File: src/rtl/mips_pkg.sv
// Shared constants and FSM encoding for the instruction-memory loader.
package mips_pkg;

   localparam int unsigned DefAddrW   = 8;
   localparam int unsigned DefTimeout = 1024;

   typedef enum logic [2:0] {
      StIdle,
      StRecv,
      StWrite,
      StDone,
      StErr
   } loader_state_e;

endpackage

File: src/rtl/imem_loader_if.sv
// Byte-stream input and instruction-memory write bus of the loader.
interface imem_loader_if #(
   parameter int unsigned ADDR_W = mips_pkg::DefAddrW
) ();

   logic              byte_valid;
   logic [7:0]        byte_data;
   logic              byte_ready;
   logic              imem_wr_en;
   logic [ADDR_W-1:0] imem_wr_addr;
   logic [31:0]       imem_wr_data;

   // master is the loader side
   modport master (
      input  byte_valid,
      input  byte_data,
      output byte_ready,
      output imem_wr_en,
      output imem_wr_addr,
      output imem_wr_data
   );

   modport slave (
      output byte_valid,
      output byte_data,
      input  byte_ready,
      input  imem_wr_en,
      input  imem_wr_addr,
      input  imem_wr_data
   );

endinterface

File: src/rtl/byte_packer.sv
// Assembles four MSB-first bytes into a 32-bit word with a wrapping 2-bit byte counter.
module byte_packer (
   input  logic        clock,
   input  logic        reset,
   input  logic        clear,
   input  logic        shift_en,
   input  logic [7:0]  byte_in,
   output logic [31:0] word,
   output logic        last
);

   logic [31:0] word_q, word_d;
   logic [1:0]  cnt_q, cnt_d;

   always_comb begin
      word_d = word_q;
      cnt_d  = cnt_q;
      if (clear) begin
         cnt_d = '0;
      end else if (shift_en) begin
         word_d = {word_q[23:0], byte_in};
         cnt_d  = cnt_q + 2'd1;
      end
   end

   always_ff @(posedge clock) begin
      if (reset) begin
         word_q <= '0;
         cnt_q  <= '0;
      end else begin
         word_q <= word_d;
         cnt_q  <= cnt_d;
      end
   end

   assign word = word_q;
   // Fourth byte of the word is being taken on this edge.
   assign last = shift_en && (cnt_q == 2'd3);

endmodule

File: src/rtl/imem_loader.sv
// Streams bytes into 32-bit words and writes them to instruction memory while holding the CPU.
module imem_loader
   import mips_pkg::*;
#(
   parameter int unsigned ADDR_W  = DefAddrW,
   parameter int unsigned TIMEOUT = DefTimeout
) (
   input  logic            clock,
   input  logic            reset,
   input  logic            start,
   input  logic [ADDR_W:0] word_count,
   output logic            cpu_hold,
   output logic            done,
   output logic            err,
   imem_loader_if.master   bus
);

   localparam int unsigned     TmoW     = $clog2(TIMEOUT + 1);
   localparam logic [ADDR_W:0] MaxCount = {1'b1, {ADDR_W{1'b0}}};

   loader_state_e     state_q, state_d;
   logic [ADDR_W-1:0] addr_q, addr_d;
   logic [ADDR_W:0]   cnt_q, cnt_d;
   logic [TmoW-1:0]   tmo_q, tmo_d;
   logic [ADDR_W:0]   count_clamped;
   logic              accept;
   logic              word_last;
   logic              packer_clear;
   logic [31:0]       word;

   assign count_clamped = (word_count > MaxCount) ? MaxCount : word_count;
   assign accept        = bus.byte_valid && (state_q == StRecv);

   byte_packer u_packer (
      .clock    (clock),
      .reset    (reset),
      .clear    (packer_clear),
      .shift_en (accept),
      .byte_in  (bus.byte_data),
      .word     (word),
      .last     (word_last)
   );

   always_comb begin
      state_d      = state_q;
      addr_d       = addr_q;
      cnt_d        = cnt_q;
      tmo_d        = tmo_q;
      packer_clear = 1'b0;
      unique case (state_q)
         StIdle: begin
            if (start) begin
               cnt_d        = count_clamped;
               addr_d       = '0;
               tmo_d        = '0;
               packer_clear = 1'b1;
               state_d      = (count_clamped == '0) ? StDone : StRecv;
            end
         end
         StRecv: begin
            if (accept) begin
               tmo_d = '0;
               if (word_last) state_d = StWrite;
            end else if (tmo_q == TmoW'(TIMEOUT - 1)) begin
               state_d = StErr;
            end else begin
               tmo_d = tmo_q + 1'b1;
            end
         end
         StWrite: begin
            // Count is at most 2^ADDR_W, so the last address never exceeds the counter range.
            if ({1'b0, addr_q} == cnt_q - 1'b1) begin
               state_d = StDone;
            end else begin
               addr_d  = addr_q + 1'b1;
               tmo_d   = '0;
               state_d = StRecv;
            end
         end
         StDone, StErr: state_d = StIdle;
         default:       state_d = StIdle;
      endcase
   end

   always_ff @(posedge clock) begin
      if (reset) begin
         state_q <= StIdle;
         addr_q  <= '0;
         cnt_q   <= '0;
         tmo_q   <= '0;
      end else begin
         state_q <= state_d;
         addr_q  <= addr_d;
         cnt_q   <= cnt_d;
         tmo_q   <= tmo_d;
      end
   end

   assign bus.byte_ready   = (state_q == StRecv);
   assign bus.imem_wr_en   = (state_q == StWrite);
   assign bus.imem_wr_addr = addr_q;
   assign bus.imem_wr_data = word;
   assign cpu_hold         = (state_q != StIdle);
   assign done             = (state_q == StDone);
   assign err              = (state_q == StErr);

endmodule

File: src/flat_wrapper.sv
// flat-port wrapper written by rule: the top's interface ports become plain ports
module imem_loader_flat import mips_pkg::*;
#(
   parameter int unsigned ADDR_W  = DefAddrW,
   parameter int unsigned TIMEOUT = DefTimeout
)
  (clock, reset, start, word_count, cpu_hold, done, err, bus_byte_valid, bus_byte_data, bus_byte_ready, bus_imem_wr_en, bus_imem_wr_addr, bus_imem_wr_data);
  imem_loader_if #(.ADDR_W(ADDR_W)) bus_i ();
  input  logic clock;
  input  logic reset;
  input  logic start;
  input  logic [ADDR_W:0] word_count;
  output logic cpu_hold;
  output logic done;
  output logic err;
  input wire logic [$bits(bus_i.byte_valid)-1:0] bus_byte_valid;
  input wire logic [$bits(bus_i.byte_data)-1:0] bus_byte_data;
  output wire logic [$bits(bus_i.byte_ready)-1:0] bus_byte_ready;
  output wire logic [$bits(bus_i.imem_wr_en)-1:0] bus_imem_wr_en;
  output wire logic [$bits(bus_i.imem_wr_addr)-1:0] bus_imem_wr_addr;
  output wire logic [$bits(bus_i.imem_wr_data)-1:0] bus_imem_wr_data;
  assign bus_i.byte_valid = bus_byte_valid;
  assign bus_i.byte_data = bus_byte_data;
  assign bus_byte_ready = bus_i.byte_ready;
  assign bus_imem_wr_en = bus_i.imem_wr_en;
  assign bus_imem_wr_addr = bus_i.imem_wr_addr;
  assign bus_imem_wr_data = bus_i.imem_wr_data;
  imem_loader #(.ADDR_W(ADDR_W), .TIMEOUT(TIMEOUT)) u_core (.clock(clock), .reset(reset), .start(start), .word_count(word_count), .cpu_hold(cpu_hold), .done(done), .err(err), .bus(bus_i));
endmodule
File: config.mk
export PLATFORM = sky130hd
export DESIGN_NAME = imem_loader_flat
export DESIGN_NICKNAME = d
export VERILOG_FILES = /design/src/rtl/mips_pkg.sv /design/src/rtl/imem_loader_if.sv /design/src/rtl/byte_packer.sv /design/src/rtl/imem_loader.sv /design/src/flat_wrapper.sv
export SDC_FILE = /design/constraint.sdc
export NUM_CORES = 1
export LEC_CHECK = 0
export ABC_AREA = 1
export ABC_CLOCK_PERIOD_IN_PS = 2060
export CORE_ASPECT_RATIO = 1.2
export CORE_MARGIN = 10
export CORE_UTILIZATION = 50
export DETAILED_ROUTE_END_ITERATION = 6
export PLACE_DENSITY = 0.84
export SLEW_MARGIN = 10
export SYNTH_ARGS = -nofsm -noshare
export SYNTH_HDL_FRONTEND = slang
export SYNTH_SLANG_ARGS = --single-unit
File: constraint.sdc
create_clock -name clock -period 2.06 [get_ports clock]
set_input_delay 0.309 -clock clock [delete_from_list [all_inputs] [get_ports clock]]
set_output_delay 0.309 -clock clock [all_outputs]
set_load 0.1 [all_outputs]
# Word-level counts from Yosys, hierarchy flattened
# Index checks and enable logic that the tools add are counted.
# Widths: inputs -> output; s select.
[classes]
n_mux = 18
n_addsub = 4
magnitude_cmp = 1
div = 0
n_eq_ne = 12
n_shift = 0
multipliers = 0
bitwise = 1
n_reduce_logical = 13
[ops]
columns = ["operator", "n"]
rows = [
  ["$mux 11", 4],
  ["$pmux 11 s3", 1],
  ["$mux 8", 2],
  ["$pmux 8 s2", 1],
  ["$mux 3", 4],
  ["$add 11x1->11 const B", 1],
  ["$eq 11x10->1 const B", 1],
  ["$eq 8x9->1", 1],
  ["$gt 9x9->1 const B", 1],
  ["$logic_not 9->1", 1],
  ["$mux 9", 1],
  ["$pmux 3 s3", 1],
  ["$sub 9x1->9 const B", 1],
  ["$add 8x1->8 const B", 1],
  ["$eq 3x2->1 const B", 2],
  ["$reduce_and 3->1", 2],
  ["$reduce_bool 3->1", 2],
  ["$mux 2", 2],
  ["$ne 2x2->1 const B", 2],
  ["$reduce_and 2->1", 2],
  ["$reduce_and 4->1", 1],
  ["$eq 3x1->1 const B", 1],
  ["$eq 3x3->1 const B", 1],
  ["$logic_not 3->1", 1],
  ["other kinds (10)", 12],
]
[totals]
latchBits = 0
romBits = 0
input_bits = 21
regBits = 65
wordCells = 55
memories = 0
ram_bits = 0
output_inout_bits = 45

# Depth between registers and ports, before layout
# Gate-level depths: netlist of run 1.
[depth]
ltp_word = 6
ltp_mapped = 15
depth_no_buf = 14

# Cells and area by module
# A second synthesis of run 1 with hierarchy kept.
[hier_totals]
hier_cells = 554
area_unflattened_um2 = 3671.0
[by_module_without_submodules]
columns = ["mod", "n_inst", "seq_area_each_um2", "area_each_um2", "cells_per_inst"]
rows = [
  ["imem_loader", 1, 620.6, 2195.9, 334],
  ["byte_packer", 1, 680.7, 1475.2, 220],
]

# Worst setup path after synthesis of run 1
# No wires, ideal clock.
[synth_timing]
path_type = "register to output"
startpoint = "register u_core.state_q[0]"
endpoint = "output port done"
required_ns = 1.751
n_path_buf = 0
slack_ns = -0.720
path_stages_with_launch = 3
arrival_ns = 2.471
cell_sequence = "dfxtp_1 -> inv_2 -> nor3_1"
[synth_via]
elab_chain_len = 1
[synth_lines]
columns = ["element", "line", "text"]
rows = [
  ["start, declared", "imem_loader.sv:21", "loader_state_e state_q, state_d;"],
  ["start signal, assigned", "imem_loader.sv:87", "state_q <= StIdle;"],
  ["start signal, assigned", "imem_loader.sv:92", "state_q <= state_d;"],
  ["$eq 3x2->1", "imem_loader.sv:104", "assign done = (state_q == StDone);"],
  ["end, declared", "flat_wrapper.sv:14", "output logic done;"],
]
# Every way passes these cells.

# Worst setup path in the final report of run 1
[layout_timing]
startpoint = "register u_core.cnt_q[0]"
endpoint = "register u_core.tmo_q[0]"
[layout_via]
elab_chain_len = 4
[layout_lines]
columns = ["element", "line", "text"]
rows = [
  ["start, declared", "imem_loader.sv:23", "logic [ADDR_W:0] cnt_q, cnt_d;"],
  ["start signal, assigned", "imem_loader.sv:94", "cnt_q <= cnt_d;"],
  ["$sub 9x1->9", "imem_loader.sv:72", "if ({1'b0, addr_q} == cnt_q - 1'b1) begin"],
  ["$eq 8x9->1", "imem_loader.sv:72", ""],
  ["$ne 2x2->1 (no line)", "--", ""],
  ["$reduce_and 4->1 (no line)", "--", ""],
  ["end signal, assigned", "imem_loader.sv:95", "tmo_q <= tmo_d;"],
  ["end, declared", "imem_loader.sv:24", "logic [TmoW-1:0] tmo_q, tmo_d;"],
]
# Every way passes these cells.
# A chain may end at the register's enable or synchronous reset.

==> reports/qor.csv, run 1 <==
metric;value;unit
Leakage;1.87;nW
fin nets;561;
Die W;95.0;um
Area growth, synth to finish;26.3;%
core area;6490;sq um
Final Wtd Congestion;0.891;
multiplexer area fraction after synthesis;0;
diode count;0;
RSZ-0062 raised after global routing;no;
CTS Sinks;65;
vias in the first global route;3080;
worst slack at placement;0.118;ns
I/O Buffers;65;
critical path capture point type;register;
Final Skew;0.00899;ns
synthesized area;3380;sq um
commonest non-fill, non-tap cell in the layout;nor2_1;
asr flop ratio synth;0;
Seq/Total Area, Yosys;0.385;
commonest cells after routing, fill and taps aside;nor2_1 (92), nand2_1 (73), dfxtp_1 (58), buf_4 (46), inv_1 (41);
warnings from Yosys;0;
HP Class;register to register;
Final period util;0.926;
placed cell area;4020;sq um
Max Fclk;524;MHz
Power per Cell Area;779;nW/um^2
largest net degree at the start of global routing;36;
Register Area;1310;sq um
Rows;32;
RR Endpoint;u_core.tmo_q[0]$_SDFFE_PP0P_;
Final HPWL DP;6340;um
PostCTS Resize Cnt;0;
Final WS setup;0.153;ns
Post CTS Setup Buffer Count;0;
critical-path maximum fanout;20;
worst-margin pin slew;0.475;ns
reg2reg setup slack;0.15;ns
drt drc;0;
hold depth;2;
routed wire length;8720;um
Seq cells post-synth;65;
setup TNS;0;ns
Slew Viols, Final;0;
Worst Path Required;2.30;ns
drt first pass iters;4;
clk_lat worst skew;0.34;ns
I/O pin cnt;66;
Reg clk slew, reported paths;0.07;ns
Die ar.;10500;sq um
Post-CTS Hold Buffers;0;
total placed cells including tap cells;609;
Sequential Power Share;0.411;
Finish-stage setup viols;0;
Post-Synth Adder-Cell Area;0.0148;
initial core utilization;0.520;
largest family of logic cells by synthesized area;simple AND/OR/NAND/NOR gates;
status;finished clean;
Finished Layout Cells;626;
multi-input logic area;1840;sq um
CP arrival;2.14;ns
syn avg cell area;7.17;sq um
H-tree Lvls;3;
r2r startpoint;u_core.cnt_q[0]$_SDFFE_PP0P_;
Worst setup SP type;register;
Gate power share;0.249;
CTS tree;done;
Finished Core Util;0.657;
CTS root buffer;clkbuf_8;
DRT antenna net count;0;
cells on worst reg2reg path;13;
vias per cell;5.26;
Mapped Nets;496;
Compound-Gate Fraction of Synth Area;0.123;
internal power;0.00215;W
Worst VDD drop;0.000535;V
total number of vias;3291;
endpoints failing hold;0;
Iter 0 DRT Violations;246;
Hold Startpoint;u_core.u_packer.cnt_q[1]$_SDFFE_PP0P_;
Tmin final;1.91;ns
layout cell share with drive strength beyond 1;0.246;
Longest Clk Path Bufs;2;
Mapped Cells;471;
Die H;110;um
Slew HR;0.679;
Most used DFF post-synth;dfxtp_1;
Congestion Overflow GR;0;
Sw Share;0.352;
first-pass GRT wire length;14200;um
Post-synth EDFFs;0;
Yosys cell types;38;
gr usage total;0.168;
WL per Instance;13.9;um
Simple-Gate Fraction of Synth Area;0.373;
Max-Cap Viols;0;
initial antenna violation count;0;
fillers;568;
XOR/XNOR share of the synthesized area;0.0208;
CTS buffer count;9;
sw power;0.00117;W
final instance area;4260;sq um
clock network power share;0.340;
hold endpoint;u_core.u_packer.cnt_q[1]$_SDFFE_PP0P_;
WS Path Type;register to register;
## registers in the layout (all words and copies together) (netlist names)
signal / count
u_core.tmo_q: 11
u_core.u_packer.word: 32
u_core.bus.imem_wr_addr: 8
u_core.u_packer.cnt_q: 2
u_core.state_q: 3
u_core.cnt_q: 9
## cell usage after synthesis, types with 2 or more instances
| master | number | area [sq um] |
|---|---|---|
| xnor2_1 | 3 | 26.3 |
| nand2_1 | 74 | 278 |
| nor3_1 | 8 | 40.0 |
| ha_1 | 4 | 50.1 |
| nor2_1 | 92 | 345 |
| nand2_2 | 13 | 81.3 |
| nand4_1 | 24 | 150 |
| nor3b_1 | 2 | 15.0 |
| inv_2 | 10 | 37.5 |
| a21oi_2 | 9 | 78.8 |
| o32ai_1 | 2 | 17.5 |
| nand3_1 | 20 | 100 |
| o22ai_1 | 5 | 31.3 |
| xor2_1 | 5 | 43.8 |
| clkbuf_1 | 10 | 37.5 |
| nand3_2 | 4 | 40.0 |
| o21ai_0 | 38 | 190 |
| dfxtp_1 | 65 | 1300 |
| nor2_4 | 7 | 78.8 |
| or2_2 | 3 | 18.8 |
| a21oi_1 | 9 | 45.0 |
| inv_1 | 41 | 154 |
| nand3_4 | 2 | 35.0 |
| buf_2 | 4 | 20.0 |
| nor2_2 | 4 | 25.0 |
## critical path, stage by stage (launching register included)
cell     delay, ns
dfxtp_1       0.32
inv_2         0.11
ha_2          0.25
nand3_4       0.12
nor2_4        0.11
nand3_1       0.09
nand2_1       0.09
nand2_2       0.06
nor2_4        0.17
nand2_8       0.13
nand3_4       0.17
nand2_1       0.07
nand2_1       0.06
nor2_1        0.04
## worst max-delay path by stage
stage / start / endpoint / slack [ns] / cells after the start
after floorplan: u_core.bus.imem_wr_addr[3]$_SDFFE_PP0P_ / u_core.tmo_q[7]$_SDFFE_PP0P_ / 0.03 / 10
after global placement: u_core.cnt_q[1]$_SDFFE_PP0P_ / u_core.tmo_q[0]$_SDFFE_PP0P_ / 0.20 / 14
after detailed placement: u_core.cnt_q[0]$_SDFFE_PP0P_ / u_core.tmo_q[0]$_SDFFE_PP0P_ / 0.12 / 13
after CTS: u_core.cnt_q[0]$_SDFFE_PP0P_ / u_core.tmo_q[0]$_SDFFE_PP0P_ / 0.09 / 13
after global routing: u_core.cnt_q[0]$_SDFFE_PP0P_ / u_core.tmo_q[0]$_SDFFE_PP0P_ / 0.004 / 13
final: u_core.cnt_q[0]$_SDFFE_PP0P_ / u_core.tmo_q[0]$_SDFFE_PP0P_ / 0.15 / 13
## kinds of logic (layout without fill, tap and decap cells)
| family | after synthesis | after routing |
|---|---|---|
| AO/OA/AOI/OAI | 69 | 69 |
| XOR/XNOR | 8 | 8 |
| adder cells (fa/ha/maj) | 4 | 4 |
| buffers and inverters | 67 | 136 |
| flip-flops | 65 | 65 |
| AND/OR/NAND/NOR | 258 | 259 |
## per-layer routing
layer / share of wire / track usage
met5: 0 / 0
met4: 0.0098 / 0.0535
met3: 0.081 / 0.0670
met2: 0.47 / 0.270
met1: 0.44 / 0.200
## stage by stage
step                hold slack (ns)  power [W]
finish                        0.468    0.00332
global route                  0.496    0.00347
CTS                           0.476    0.00334
detailed placement            0.464    0.00221
global placement              0.454    0.00219
floorplan                     0.425    0.00201
## power groups by stage
| stage | registers [W] | logic (W) | clock network, W |
|---|---|---|---|
| floorplan | 0.00170 | 0.000314 | 0 |
| global placement | 0.00139 | 0.000806 | 0 |
| detailed placement | 0.00139 | 0.000817 | 0 |
| CTS | 0.00136 | 0.000819 | 0.00116 |
| global route | 0.00137 | 0.000877 | 0.00122 |
| finish | 0.00136 | 0.000826 | 0.00113 |
## area by class of cell
class,count,share of cell area
Multi-Input combinational cell,340,0.430
Sequential cell,65,0.307
Timing Repair Buffer,69,0.142
Inverter,51,0.0449
Clock buffer,11,0.0355
Tap cell,85,0.0249
Clock inverter,5,0.0150
(Power assumes the default switching activity.)
==> run 2: changes to the inputs <==
CORE_UTILIZATION = 30   (was 50)
PLACE_DENSITY = 0.57   (was 0.84)
==> run 2 against run 1 <==
  * Sequential share of layout area fell by 1.5 points
  * Cell count rose by 8.0%
  * Non-clock buffer count increased by 2
  * Utilization down 25 points
  * Sequential power about the same
  * Critical path depth did not move
  * Wire length is 8.1% higher
  * Cell area grew 5.3%
  * First-iteration DRC count shrank 48%
  * Total power up 14%
  * Sequential cell count stayed put
  * Count of clock-buffer cells in the layout fell by 1
==> reports/qor.csv, run 2 (synthesis gave the netlist of run 1 again) <==
metric;value;unit
drt first pass iters;4;
Post-CTS Hold Buffers;0;
sw power;0.00127;W
Final Wtd Congestion;0.821;
Worst setup SP type;register;
Worst Path Required;2.29;ns
CP max-delay cell;dfxtp_1;
WHS;0.488;ns
layout cell share with drive strength beyond 1;0.250;
Slew HR;0.671;
critical-path maximum fanout;10;
H-tree Lvls;3;
core area;11000;sq um
total number of vias;3293;
HP Class;register to register;
final instance area;4490;sq um
RSZ-0062 raised after global routing;no;
Largest register FFs;32;
drt drc;0;
Final period util;0.915;
endpoints failing hold;0;
Die W;117;um
clock network power share;0.416;
worst slack at placement;0.0720;ns
Sequential Power Share;0.361;
fin nets;564;
Max Fclk;531;MHz
Crit path largest cell delay;0.32;ns
r2r startpoint;u_core.cnt_q[0]$_SDFFE_PP0P_;
fillers;1139;
largest net degree at the start of global routing;36;
Die ar.;15900;sq um
status;finished clean;
commonest non-fill, non-tap cell in the layout;nor2_1;
initial core utilization;0.306;
I/O pin cnt;66;
vias per cell;4.87;
WL per Instance;13.9;um
clk_lat worst skew;0.33;ns
Area growth, synth to finish;33.0;%
critical path capture point type;register;
Worst VDD drop;0.000443;V
CTS root buffer;clkbuf_16;
worst-path cell chain;inv_2, ha_4, nand3_4, nor2_4, nand3_1, nand2_1, nand2_2, nor2_4, nand2_8, nand3_4, nand2_1, nand2_1, nor2_1;
vias in the first global route;3177;
Setup crit start;u_core.cnt_q[0]$_SDFFE_PP0P_;
Longest Clk Path Bufs;2;
Congestion Overflow GR;0;
internal power;0.00251;W
Max-Cap Viols;0;
Tmin final;1.88;ns
WP buf/inv;1;
reg2reg setup slack;0.18;ns
CP delay by family, top;simple AND/OR/NAND/NOR gates;
Hold Startpoint;u_core.u_packer.cnt_q[1]$_SDFFE_PP0P_;
Sw Share;0.336;
Final WS setup;0.176;ns
Final Skew;0.00719;ns
DRT antenna net count;0;
Tot Pwr;0.00378;W
Power per Cell Area;843;nW/um^2
Iter 0 DRT Violations;128;
initial antenna violation count;0;
routed wire length;9430;um
Die H;136;um
Gate power share;0.223;
CTS Sinks;65;
Slew Viols, Final;0;
CP arrival;2.11;ns
worst-margin pin slew;0.487;ns
Final HPWL DP;6710;um
Rows;42;
CTS tree;done;
setup TNS;0;ns
diode count;0;
Finish-stage setup viols;0;
CTS buffer count;9;
gr usage total;0.122;
first-pass GRT wire length;15700;um
CP most frequent cell;nand2_1;
WS Path Type;register to register;
I/O Buffers;65;
Leakage;1.95;nW
Reg clk slew, reported paths;0.06;ns
placed cell area;4110;sq um
commonest cells after routing, fill and taps aside;nor2_1 (92), nand2_1 (73), dfxtp_1 (58), buf_4 (46), inv_1 (41);
run 2: worst reg2reg max path: stages, from the launching register on:
cell	delay (ns)
dfxtp_1	0.32
inv_2	0.14
ha_4	0.19
nand3_4	0.11
nor2_4	0.11
nand3_1	0.07
nand2_1	0.08
nand2_2	0.06
nor2_4	0.22
nand2_8	0.13
nand3_4	0.18
nand2_1	0.08
nand2_1	0.06
nor2_1	0.04
run 2: through the flow:
| step | std cells | utilization |
|---|---|---|
| 6_report | 676 | 0.407 |
| 5_1_grt | 676 | 0.407 |
| 4_1_cts | 673 | 0.401 |
| 3_3_place_gp | 657 | 0.372 |
| 2_1_floorplan | 471 | - |
| 3_5_place_dp | 657 | 0.372 |
run 2: final cells by class:
class / count / area [sq um] / area share
sequential: 65 / 1310 / 0.292
inverter: 51 / 191 / 0.0427
tap: 132 / 165 / 0.0368
clock inverter: 6 / 72.6 / 0.0162
multi-input combinational: 341 / 1860 / 0.415
timing repair buffer: 71 / 646 / 0.144
clock buffer: 10 / 239 / 0.0532
run 2: path summary, 6_finish.rpt:
check,endpoint,cells past startpoint
max reg2reg,u_core.tmo_q[0]$_SDFFE_PP0P_,13
min,u_core.u_packer.cnt_q[1]$_SDFFE_PP0P_,2
max,u_core.tmo_q[0]$_SDFFE_PP0P_,13
min reg2reg,u_core.u_packer.cnt_q[1]$_SDFFE_PP0P_,2
run 2: power by group through the flow:
stage          Combinational (W)  Clock (W)  Sequential, W
2_1_floorplan           0.000314          0        0.00170
3_3_place_gp            0.000825          0        0.00139
3_5_place_dp            0.000830          0        0.00139
4_1_cts                 0.000832    0.00162        0.00137
5_1_grt                 0.000903    0.00167        0.00137
6_report                0.000843    0.00157        0.00137
run 2: metal layers:
layer / global-route usage / routed length [um]
met5: 0 / 0
met4: 0.0571 / 128
met3: 0.0437 / 664
met2: 0.183 / 4220
met1: 0.152 / 4410
run 2: timing repair:
| item | CTS | global route |
|---|---|---|
| setup buffers | 0 | 1 |
| resized for setup | 0 | 6 |
| endpoints found under the setup margin | 0 | 19 |
